### config.mk
export PLATFORM = sky130hd
export DESIGN_NAME = store_buffer
export DESIGN_NICKNAME = d
export VERILOG_FILES = /design/src/rtl/store_buffer.sv
export SDC_FILE = /design/constraint.sdc
export NUM_CORES = 1
export LEC_CHECK = 0
export BUFFER_PORTS_ARGS = -buffer_cell sky130_fd_sc_hd__buf_4
export CORE_UTILIZATION = 44
export CTS_BUF_LIST = sky130_fd_sc_hd__clkbuf_16
export DETAILED_ROUTE_END_ITERATION = 12
export GPL_ROUTABILITY_DRIVEN = 0
export GPL_TIMING_DRIVEN = 0
export SYNTH_ARGS = -nofsm -noshare
export SYNTH_HDL_FRONTEND = slang
export SYNTH_SLANG_ARGS = --single-unit
export TNS_END_PERCENT = 30
### constraint.sdc
create_clock -name clock -period 4.85 [get_ports clock]
set_input_delay 0.97 -clock clock [delete_from_list [all_inputs] [get_ports clock]]
set_output_delay 0.97 -clock clock [all_outputs]
set_load 0.005 [all_outputs]
### src/rtl/store_buffer.sv
// Posted-write store buffer between the MEM-stage control and the data
// memory. Stores are queued in a circular FIFO and retired one per cycle
// whenever the memory port is not claimed by a load miss. Loads forward from
// the youngest matching buffered store or pass straight through to memory.
module store_buffer #(
  parameter int DEPTH = 4,
  parameter int AW    = 32,
  parameter int DW    = 32
) (
  input  logic          clock,
  input  logic          resetn,
  input  logic          MemWrite,
  input  logic          MemRead,
  input  logic [AW-1:0] Addr_t,
  input  logic [DW-1:0] Wdata,
  output logic [DW-1:0] Rdata,
  output logic          Stall,
  output logic          Empty,
  output logic          mem_write,
  output logic          mem_read,
  output logic [AW-1:0] mem_addr,
  output logic [DW-1:0] mem_wdata,
  input  logic [DW-1:0] mem_rdata
);

  localparam int PW = $clog2(DEPTH);
  localparam int CW = PW + 1;

  logic [AW-1:0]    addr_q [DEPTH];
  logic [DW-1:0]    data_q [DEPTH];
  logic [DEPTH-1:0] valid_q;
  logic [PW-1:0]    head_q;
  logic [PW-1:0]    tail_q;
  logic [CW-1:0]    count_q;

  logic          full;
  logic          empty;
  logic          load_req;
  logic          hit;
  logic          miss;
  logic [DW-1:0] fwd_data;

  assign full     = (count_q == CW'(DEPTH));
  assign empty    = (count_q == '0);
  assign load_req = MemRead & ~MemWrite;
  assign miss     = load_req & ~hit;
  assign Empty    = empty;

  // Word-address match, walking oldest to youngest so the youngest hit wins.
  always_comb begin
    hit      = 1'b0;
    fwd_data = '0;
    for (int k = 0; k < DEPTH; k++) begin
      logic [PW-1:0] idx;
      idx = head_q + PW'(k);
      if (valid_q[idx] && (addr_q[idx][AW-1:2] == Addr_t[AW-1:2])) begin
        hit      = 1'b1;
        fwd_data = data_q[idx];
      end
    end
  end

  // Memory-port arbitration and CPU-side response; everything quiet in reset.
  // NOTE: every output gets a default before any branch, so no latch can be inferred.
  always_comb begin
    mem_write = 1'b0;
    mem_read  = 1'b0;
    mem_addr  = '0;
    mem_wdata = '0;
    Rdata     = '0;
    Stall     = 1'b0;
    if (resetn) begin
      if (full) begin
        mem_write = 1'b1;
        mem_addr  = addr_q[head_q];
        mem_wdata = data_q[head_q];
      end else if (miss) begin
        mem_read = 1'b1;
        mem_addr = Addr_t;
      end else if (!empty) begin
        mem_write = 1'b1;
        mem_addr  = addr_q[head_q];
        mem_wdata = data_q[head_q];
      end
      if (load_req) begin
        if (hit)        Rdata = fwd_data;
        else if (!full) Rdata = mem_rdata;
      end
      Stall = miss & full;
    end
  end

  // FIFO control: pointers, occupancy and per-entry valid bits.
  // NOTE: non-blocking assignments here; when full, push and pop hit the same
  // slot and the later (push) update to valid_q intentionally wins.
  always_ff @(posedge clock or negedge resetn) begin
    if (!resetn) begin
      head_q  <= '0;
      tail_q  <= '0;
      count_q <= '0;
      valid_q <= '0;
    end else begin
      if (mem_write) begin
        valid_q[head_q] <= 1'b0;
        head_q          <= head_q + PW'(1);
      end
      if (MemWrite) begin
        valid_q[tail_q] <= 1'b1;
        tail_q          <= tail_q + PW'(1);
      end
      count_q <= count_q + {{(CW-1){1'b0}}, MemWrite} - {{(CW-1){1'b0}}, mem_write};
    end
  end

  // Entry payload storage, written at the tail on every accepted store.
  // NOTE: payload is not reset; valid_q alone decides whether an entry is live.
  always_ff @(posedge clock) begin
    if (MemWrite) begin
      addr_q[tail_q] <= Addr_t;
      data_q[tail_q] <= Wdata;
    end
  end

endmodule

==> summary.md, run 1 <==
| Metric | Value |
|---|---|
| Buffer levels on the longest clock path | `3` |
| Crit path DAT | `5.03 ns` |
| Syn Inst Count | `1364` |
| Setup crit end kind | `output port` |
| Vias per cell | `6.70` |
| Cell Pwr Density | `665 nW/um^2` |
| Cell total after placement | `2106` |
| Least-Margin Pin Slew | `1.06 ns` |
| Final wirelength | `68.2 mm` |
| Period utilisation layout | `1.24` |
| Total track usage | `0.307` |
| Clk slew on worst S/H paths | `0.06 ns` |
| Finished Layout Cells | `2224` |
| GR Layer Usage met1 | `0.450` |
| Startpoint types | `flip-flop` |
| Predominant post-synthesis flop cell | `edfxtp_1` |
| Synth top area cells | `edfxtp_1 (41%), mux4_2 (24%), mux2i_1 (5.5%)` |
| Die area | `43800 um^2` |
| DP Wirelength | `46.5 mm` |
| #FFs+latches synth | `267` |
| Area grow syn2layout | `26.9%` |
| Fmax | `167 MHz` |
| Maximum fanout along the worst path | `10` |
| Period minus WS final | `6.00 ns` |
| Core Region | `42100 um^2` |
| Synthesized Nets | `1475` |
| Busiest layer in global routing | `met2` |
| Power Total | `16.0 mW` |
| Area after DPL | `21300 um^2` |
| Design area | `24000 um^2` |
| Yosys top cell area share | `0.406` |
| Final net count | `1769` |
| Worst rel slew slack | `0.291` |
| Antenna violations before repair | `3` |
| Io pins | `200` |
| Outcome | `finished, violations left` |
| Die Wd | `209 um` |
| Final Hold Viols | `0` |
| Max-slew violation count | `0` |
| Global-route wire length before repair | `98.7 mm` |
| Leakage | `8.55 nW` |
| Most common cell after layout, fill and taps aside | `edfxtp_1` |
| Cts bufs inserted | `30` |
| Violations in the final reports | `negative setup slack` |
| Met3 Use GR | `0.0584` |
| Router iterations before antenna repair | `6` |
| Post-synth EDFFs | `256` |
| Clock sinks | `267` |
| Setup ws final | `-1.15 ns` |
| Die H | `209 um` |
| Post-CTS Hold Buffers | `0` |
| Clock skew | `0.0423 ns` |
| Max_cap viols | `0` |
| Clock root buffer | `clkbuf_16` |
| Worst skew pair latency | `0.60 ns` |
| Most frequent cells in the layout | `edfxtp_1 (256), buf_4 (227), mux4_2 (203)` |
| Largest net degree at the start of global routing | `48` |
| Register area share after synthesis | `0.421` |
| WL/cell | `30.6 um` |
| Required time of the critical path | `3.88 ns` |
| Starting Density | `0.449` |
| Hold Crit Class | `input port to asynchronous set/reset pin` |
| H-Tree Depth | `1` |
| Setup TNS | `-106.54 ns` |
| Count of cell types in the netlist | `66` |
| Total gr overflow | `0` |
| Port Buffers | `199` |
| CTS tree | `done` |
| Number of global-route vias before repair | `14800` |
| Pre-CTS setup slack | `-1.91 ns` |
| Via count | `14900` |
| Layout cells sized above 1 | `0.442` |
| RSZ-0062 raised after global routing | `true` |
| VDD IR max | `371 uV` |
| Residual DRC count | `0` |
| Synth Area per Inst | `13.9 um^2` |
| Core Rows | `75` |
| Met2 GRT Util | `0.460` |
| Async S/R FF share, synth | `0.0412` |
| Cell taking the most area after synthesis | `edfxtp_1` |
| Yosys Warn Count | `0` |
| Antenna Nets Post-Route | `0` |
| WS Path Type | `flip-flop to output port` |
| Final setup fails | `102` |
| Starting DRT DRC Count | `1850` |
| Synthesized area | `18900 um^2` |
[cell families after synthesis]
family,after synthesis,share of synthesized area
mux,311,0.299
buf+inv,196,0.0540
flops,267,0.421
compound gates,216,0.0890
simple gates,239,0.0717
fa+ha+maj,11,0.00767
xor+xnor,124,0.0574
[cell usage after synthesis, drive strengths merged (10+ instances only)]
library cell,instances
xnor2,64
clkbuf,55
nor3,43
mux4,203
a21oi,46
edfxtp,256
inv,53
buf,88
o311a,31
nand2,56
nand3b,32
ha,10
nand4,13
o21ai,10
nor4,11
mux2i,104
nand3,11
o211ai,42
xor2,60
nor2,54
a32o,26
dfrtp,11
[routing by layer]
metal / part of all wire / vias up / wire [um]
met5: 0.00019 / - / 13
met4: 0.040 / 2 / 2750
met3: 0.11 / 175 / 7270
met2: 0.44 / 974 / 30100
met1: 0.41 / 7627 / 28000
li1: - / 6130 / -
[layout make-up]
class | count | area [um^2]
Timing Repair Buffer | 265 | 2420
Buffer | 140 | 1200
Clock buffer | 30 | 751
Inverter | 53 | 211
Antenna cell | 3 | 7.51
Multi-Input combinational cell | 901 | 10600
Sequential cell | 267 | 7960
Clock inverter | 26 | 211
Fill cell | 3430 | 18100
Tap cell | 539 | 674
[final timing paths]
path                            start           end  slack [ns]  cells past startpoint
max                         head_q[1]  mem_addr[17]       -1.15                     20
min                            resetn     tail_q[0]        0.23                      1
max reg2reg                 head_q[1]    count_q[2]       -0.62                     28
min reg2reg                count_q[2]    count_q[2]        0.50                      1
max in group asynchronous      resetn     head_q[0]        4.44                      1
min in group clock         count_q[2]    count_q[2]        0.50                      1
[what timing repair did]
| item | CTS | global route |
|---|---|---|
| buffers inserted | 40 | 14 |
| hold endpoints to repair | 0 | 0 |
| gates resized for setup | 197 | 74 |
| endpoints found under the setup margin | 108 | 102 |
| cloned | 4 | 5 |
| pin swaps | 55 | 44 |
[critical path: stages (launching register included)]
cell and delay (ns):
dfrtp_1 0.42, buf_8 0.14, buf_12 0.16, buf_8 0.17, inv_1 0.12, ha_4 0.35
buf_12 0.14, buf_12 0.12, buf_12 0.15, buf_8 0.14, buf_4 0.13, mux2i_1 0.27
a211oi_1 0.15, o21ai_0 0.13, nor3_2 0.10, and4_4 0.20, or4_4 0.53, or2_4 0.39
buf_12 0.20, a32o_2 0.30, buf_6 0.12
[report_power, final]
group | switching [mW] | internal (mW) | total [mW]
Clock | 0.960 | 1.28 | 2.24
Combinational | 5.26 | 5.03 | 10.3
Sequential | 0.384 | 3.05 | 3.43
Total | 6.61 | 9.36 | 16.0
[through the flow]
step | utilization | hold WS, ns
after floorplan | - | 0.452
after global placement | 0.503 | 0.475
after detailed placement | 0.506 | 0.491
after CTS | 0.558 | 0.212
after global routing | 0.569 | 0.224
final | 0.570 | 0.234
[state kept, by name (all words and copies together), names as in the netlist]
| signal | cells |
|---|---|
| valid_q | 4 |
| count_q | 3 |
| addr_q | 128 |
| head_q | 2 |
| data_q | 128 |
| tail_q | 2 |
(Power assumes the default switching activity.)
==> inputs of run 2 (changes only) <==
GPL_TIMING_DRIVEN = not set   (was 0)
==> summary.md, run 2 (synthesized netlist as in run 1, its figures left out) <==
| Metric | Value |
|---|---|
| Maximum fanout along the worst path | `23` |
| Setup TNS | `-31.26 ns` |
| Area grow syn2layout | `23.4%` |
| Die area | `43800 um^2` |
| Vias per cell | `6.36` |
| Outcome | `finished, violations left` |
| Cell Pwr Density | `628 nW/um^2` |
| CTS tree | `done` |
| Clock skew | `0.0222 ns` |
| Top Registers | `addr_q x128, data_q x128, valid_q x4` |
| Final net count | `1724` |
| Setup crit end kind | `output port` |
| Core Rows | `75` |
| Crit path cell chain | `inv_4 -> ha_4 -> buf_12 -> mux4_2 -> xor2_1 -> nor4_1 -> nand4_1 -> o22ai_2 -> or4_4 -> or2_4 -> buf_12 -> buf_12 -> a32o_1 -> buf_4` |
| Layout Utilization | `0.554` |
| Worst Path Buf+Inv | `5` |
| Final Hold Viols | `0` |
| RSZ-0062 raised after global routing | `true` |
| Worst path slowest cell | `or4_4` |
| Finished Layout Cells | `2175` |
| Worst setup path startpoint | `head_q[0]` |
| Clk slew on worst S/H paths | `0.06 ns` |
| Area after DPL | `21700 um^2` |
| Clock sinks | `267` |
| Max-slew violation count | `0` |
| Required time of the critical path | `3.88 ns` |
| Largest net degree at the start of global routing | `55` |
| Buffer levels on the longest clock path | `3` |
| Most common cell after layout, fill and taps aside | `buf_4` |
| Family with the most delay on the worst path | `simple AND/OR/NAND/NOR gates` |
| Die Wd | `209 um` |
| Router iterations before antenna repair | `5` |
| R2R setup slack | `0.32 ns` |
| WS Path Type | `flip-flop to output port` |
| Final setup fails | `99` |
| Post-CTS Hold Buffers | `0` |
| FF-to-FF path depth | `18` |
| Starting Density | `0.449` |
| DP Wirelength | `39.1 mm` |
| Pre-CTS setup slack | `-0.126 ns` |
| N_diodes | `0` |
| Final wirelength | `56.5 mm` |
| Antenna violations before repair | `1` |
| Number of global-route vias before repair | `13500` |
| Via count | `13800` |
| Total gr overflow | `0` |
| Min Hold Slack | `0.219 ns` |
| Crit path DAT | `4.33 ns` |
| Setup ws final | `-0.447 ns` |
| Violations in the final reports | `negative setup slack` |
| Least-Margin Pin Slew | `1.03 ns` |
| Cts bufs inserted | `31` |
| Core Region | `42100 um^2` |
| H-Tree Depth | `1` |
| Cell total after placement | `2095` |
| R2r startpoint | `head_q[0]` |
| Starting DRT DRC Count | `1330` |
| Startpoint types | `flip-flop` |
| CP Depth | `14` |
| Period utilisation layout | `1.09` |
| Layout cells sized above 1 | `0.440` |
| Max_cap viols | `0` |
| Worst skew pair latency | `0.58 ns` |
| Antenna Nets Post-Route | `0` |
| Period minus WS final | `5.30 ns` |
| Worst rel slew slack | `0.314` |
| Hold Crit Class | `input port to asynchronous set/reset pin` |
| Clock root buffer | `clkbuf_16` |
| Residual DRC count | `0` |
| VDD IR max | `422 uV` |
| Io pins | `200` |
| Leakage | `8.32 nW` |
| Port Buffers | `199` |
| Most frequent cells in the layout | `buf_4 (315), edfxtp_1 (256), mux4_2 (203)` |
| Global-route wire length before repair | `83.8 mm` |
| Die H | `209 um` |
| Critical Path Most Common Cell | `buf_12` |
| R2R Path End | `count_q[2]` |
| Fmax | `189 MHz` |
| Total track usage | `0.254` |
| WL/cell | `26.0 um` |
| Design area | `23300 um^2` |
| Power Total | `14.7 mW` |
| Max incr delay on CP | `0.57 ns` |
## run 2: final cells by class
cell class / count / area, um^2
clock buffer: 31 / 776
clock inverter: 25 / 199
fill: 3415 / 18800
inverter: 53 / 204
multi-input combinational: 901 / 10300
sequential: 267 / 7970
tap: 539 / 674
timing repair buffer: 359 / 3160
## run 2: metal layers
layer | up-vias | wire length [um] | global-route usage
met3 | 88 | 4550 | 0.0470
met2 | 609 | 26900 | 0.405
met1 | 7109 | 23400 | 0.358
met5 | - | 13 | 0
li1 | 6031 | - | -
met4 | 2 | 1550 | 0.0685
## run 2: where the power goes
| part | internal (mW) | leakage (nW) | switching [mW] |
|---|---|---|---|
| Combinational | 4.62 | 5.39 | 4.36 |
| Clock | 1.27 | 0.459 | 0.977 |
| Sequential | 3.06 | 2.48 | 0.371 |
## run 2: repair_timing
item,CTS,global route
setup buffers,10,15
cloned,1,0
setup endpoints to repair,99,99
pin swaps,14,9
gates resized for setup,54,36
## run 2: worst max-delay path by stage
stage | end | slack, ns
2_1_floorplan | count_q[2] | -0.16
3_3_place_gp | mem_addr[8] | -0.13
3_5_place_dp | mem_addr[8] | -0.13
4_1_cts | mem_addr[5] | -0.40
5_1_grt | mem_addr[5] | -0.55
6_report | mem_addr[5] | -0.45
## run 2: worst reg2reg max path, stage by stage, from the launching register on
cell,delay (ns)
dfrtp_4,0.48
inv_4,0.05
ha_4,0.36
buf_12,0.22
mux4_2,0.34
xor2_1,0.36
nor4_1,0.14
nand4_1,0.14
o22ai_2,0.13
or4_4,0.57
o21ai_4,0.30
buf_8,0.21
inv_4,0.06
ha_4,0.25
inv_2,0.04
ha_4,0.15
fa_2,0.32
xor2_1,0.15
xnor2_1,0.13
==> inputs of run 3 (changes only) <==
clock period = 5.7 ns   (was 4.85 ns; I/O delays follow)
==> summary.md, run 3 (synthesized netlist as in run 1, its figures left out) <==
| Metric | Value |
|---|---|
| Layout cells sized above 1 | `0.381` |
| H-Tree Depth | `2` |
| Storage cell area | `7970 um^2` |
| Least-Margin Pin Slew | `1.07 ns` |
| Global-route wire length before repair | `85.6 mm` |
| Starting DRT DRC Count | `1385` |
| Clk slew on worst S/H paths | `0.06 ns` |
| Worst path slowest cell | `nor2_4` |
| Leakage | `7.80 nW` |
| Int Power | `7.54 mW` |
| Cts bufs inserted | `34` |
| Crit path cell chain | `inv_1 -> ha_4 -> buf_12 -> buf_12 -> mux2i_1 -> a21oi_1 -> nand3_1 -> o2bb2ai_1 -> nand3_1 -> o22ai_4 -> or3_4 -> nor2_4 -> a32o_1 -> buf_4` |
| Number of global-route vias before repair | `13400` |
| Die H | `209 um` |
| Crit path DAT | `4.55 ns` |
| Most common cell after layout, fill and taps aside | `edfxtp_1` |
| Period utilisation layout | `0.998` |
| Outcome | `finished, final reports clean` |
| CTS tree | `done` |
| Fillers | `3531` |
| Startpoint types | `flip-flop` |
| Worst Path Buf+Inv | `4` |
| Net switching power | `4.77 mW` |
| Required time of the critical path | `4.56 ns` |
| Cell total after placement | `2001` |
| Die Wd | `209 um` |
| Family with the most delay on the worst path | `simple AND/OR/NAND/NOR gates` |
| Clock power share | `0.179` |
| Worst skew pair latency | `0.55 ns` |
| Max incr delay on CP | `0.61 ns` |
| Max_cap viols | `0` |
| Area grow syn2layout | `18.1%` |
| Clock sinks | `267` |
| Total gr overflow | `0` |
| DP Wirelength | `37.3 mm` |
| Area after DPL | `20800 um^2` |
| Setup crit end kind | `output port` |
| Antenna Nets Post-Route | `0` |
| Final setup fails | `0` |
| Die area | `43800 um^2` |
| Pre-CTS setup slack | `0.279 ns` |
| Post-CTS Hold Buffers | `0` |
| Design area | `22300 um^2` |
| Final Hold Viols | `0` |
| VDD IR max | `290 uV` |
| Antenna violations before repair | `4` |
| Area of the multi-input gates | `10100 um^2` |
| Maximum fanout along the worst path | `18` |
| Cell Pwr Density | `551 nW/um^2` |
| Finished Layout Cells | `2079` |
| WS Path Type | `flip-flop to output port` |
| Worst rel slew slack | `0.286` |
| Final wirelength | `57.8 mm` |
| Final net count | `1624` |
| Hold Crit Class | `input port to asynchronous set/reset pin` |
| Starting Density | `0.449` |
| R2R setup slack | `0.71 ns` |
| Fmax | `176 MHz` |
| Router iterations before antenna repair | `5` |
| Residual DRC count | `0` |
| Max-slew violation count | `0` |
| Setup ws final | `0.0102 ns` |
| Most frequent cells in the layout | `edfxtp_1 (256), buf_4 (233), mux4_2 (203)` |
| Io pins | `200` |
| Clock root buffer | `clkbuf_16` |
| Vias per cell | `6.63` |
| Port Buffers | `199` |
| Gate power share | `0.583` |
| Top Registers | `addr_q x128, data_q x128, valid_q x4` |
| Core Region | `42100 um^2` |
| WL/cell | `27.8 um` |
| Via count | `13800` |
| Switching share of power | `0.387` |
| Period minus WS final | `5.69 ns` |
| Total track usage | `0.262` |
| Core Rows | `75` |
| Clock skew | `0.0136 ns` |
| Layout Utilization | `0.530` |
| Seq pwr share | `0.237` |
| Largest net degree at the start of global routing | `66` |
| Buffer levels on the longest clock path | `3` |
==> run 3: changes by cell type in the layout (fill, tap and decap cells not counted), sizes merged <==
| cell | change |
|---|---|
| buf | -106 |
| clkinvlp | -7 |
| clkbuf | +7 |
| bufinv | +2 |
| inv | +5 |
| bufbuf | +1 |
| nor2 | +1 |
| diode | +1 |
==> run 3: routing by layer <==
layer  wire [um]  vias to the layer above  GRT usage
met5          23                        -          0
met4        1870                        4     0.0827
met3        5540                      139     0.0593
met2       27200                      737      0.414
met1       23100                     7066      0.361
li1            -                     5828          -
==> run 3: path summary, 6_finish.rpt <==
path,startpoint,endpoint,cells after the start
worst max-delay path,head_q[1],mem_addr[21],14
worst min-delay path,resetn,head_q[0],1
worst max register to register,head_q[1],count_q[2],20
worst min register to register,count_q[2],count_q[2],1
max in group asynchronous,resetn,head_q[1],1
min in group clock,count_q[2],count_q[2],1
==> run 3: metrics by stage <==
| stage | setup TNS [ns] | hold slack [ns] | power, mW |
|---|---|---|---|
| detailed placement | 0 | 0.496 | 9.58 |
| floorplan | 0 | 0.461 | 7.93 |
| CTS | -0.613 | 0.418 | 12.0 |
| global placement | 0 | 0.490 | 9.55 |
| global route | -0.00828 | 0.429 | 12.9 |
| finish | 0 | 0.431 | 12.3 |
==> run 3: power groups by stage <==
| stage | combinational [mW] | clock, mW | sequential (mW) |
|---|---|---|---|
| floorplan | 5.10 | 0 | 2.84 |
| global placement | 6.63 | 0 | 2.91 |
| detailed placement | 6.65 | 0 | 2.94 |
| CTS | 6.82 | 2.24 | 2.91 |
| global route | 7.59 | 2.30 | 2.96 |
| finish | 7.18 | 2.21 | 2.92 |
==> run 3: what timing repair did <==
action,4_1_cts,5_1_grt
pin swaps,2,4
cloned,3,2
buffers inserted,2,8
gates resized for setup,14,28
setup endpoints to repair,96,98
==> run 3: layout make-up <==
class / instances / area share
flip-flops and latches: 267 / 0.357
multi-input cells: 902 / 0.454
well taps: 539 / 0.0302
clock buffers: 37 / 0.0415
diodes: 1 / 0.000112
clock inverters: 25 / 0.0100
inverters: 53 / 0.00891
repair buffers: 255 / 0.0984
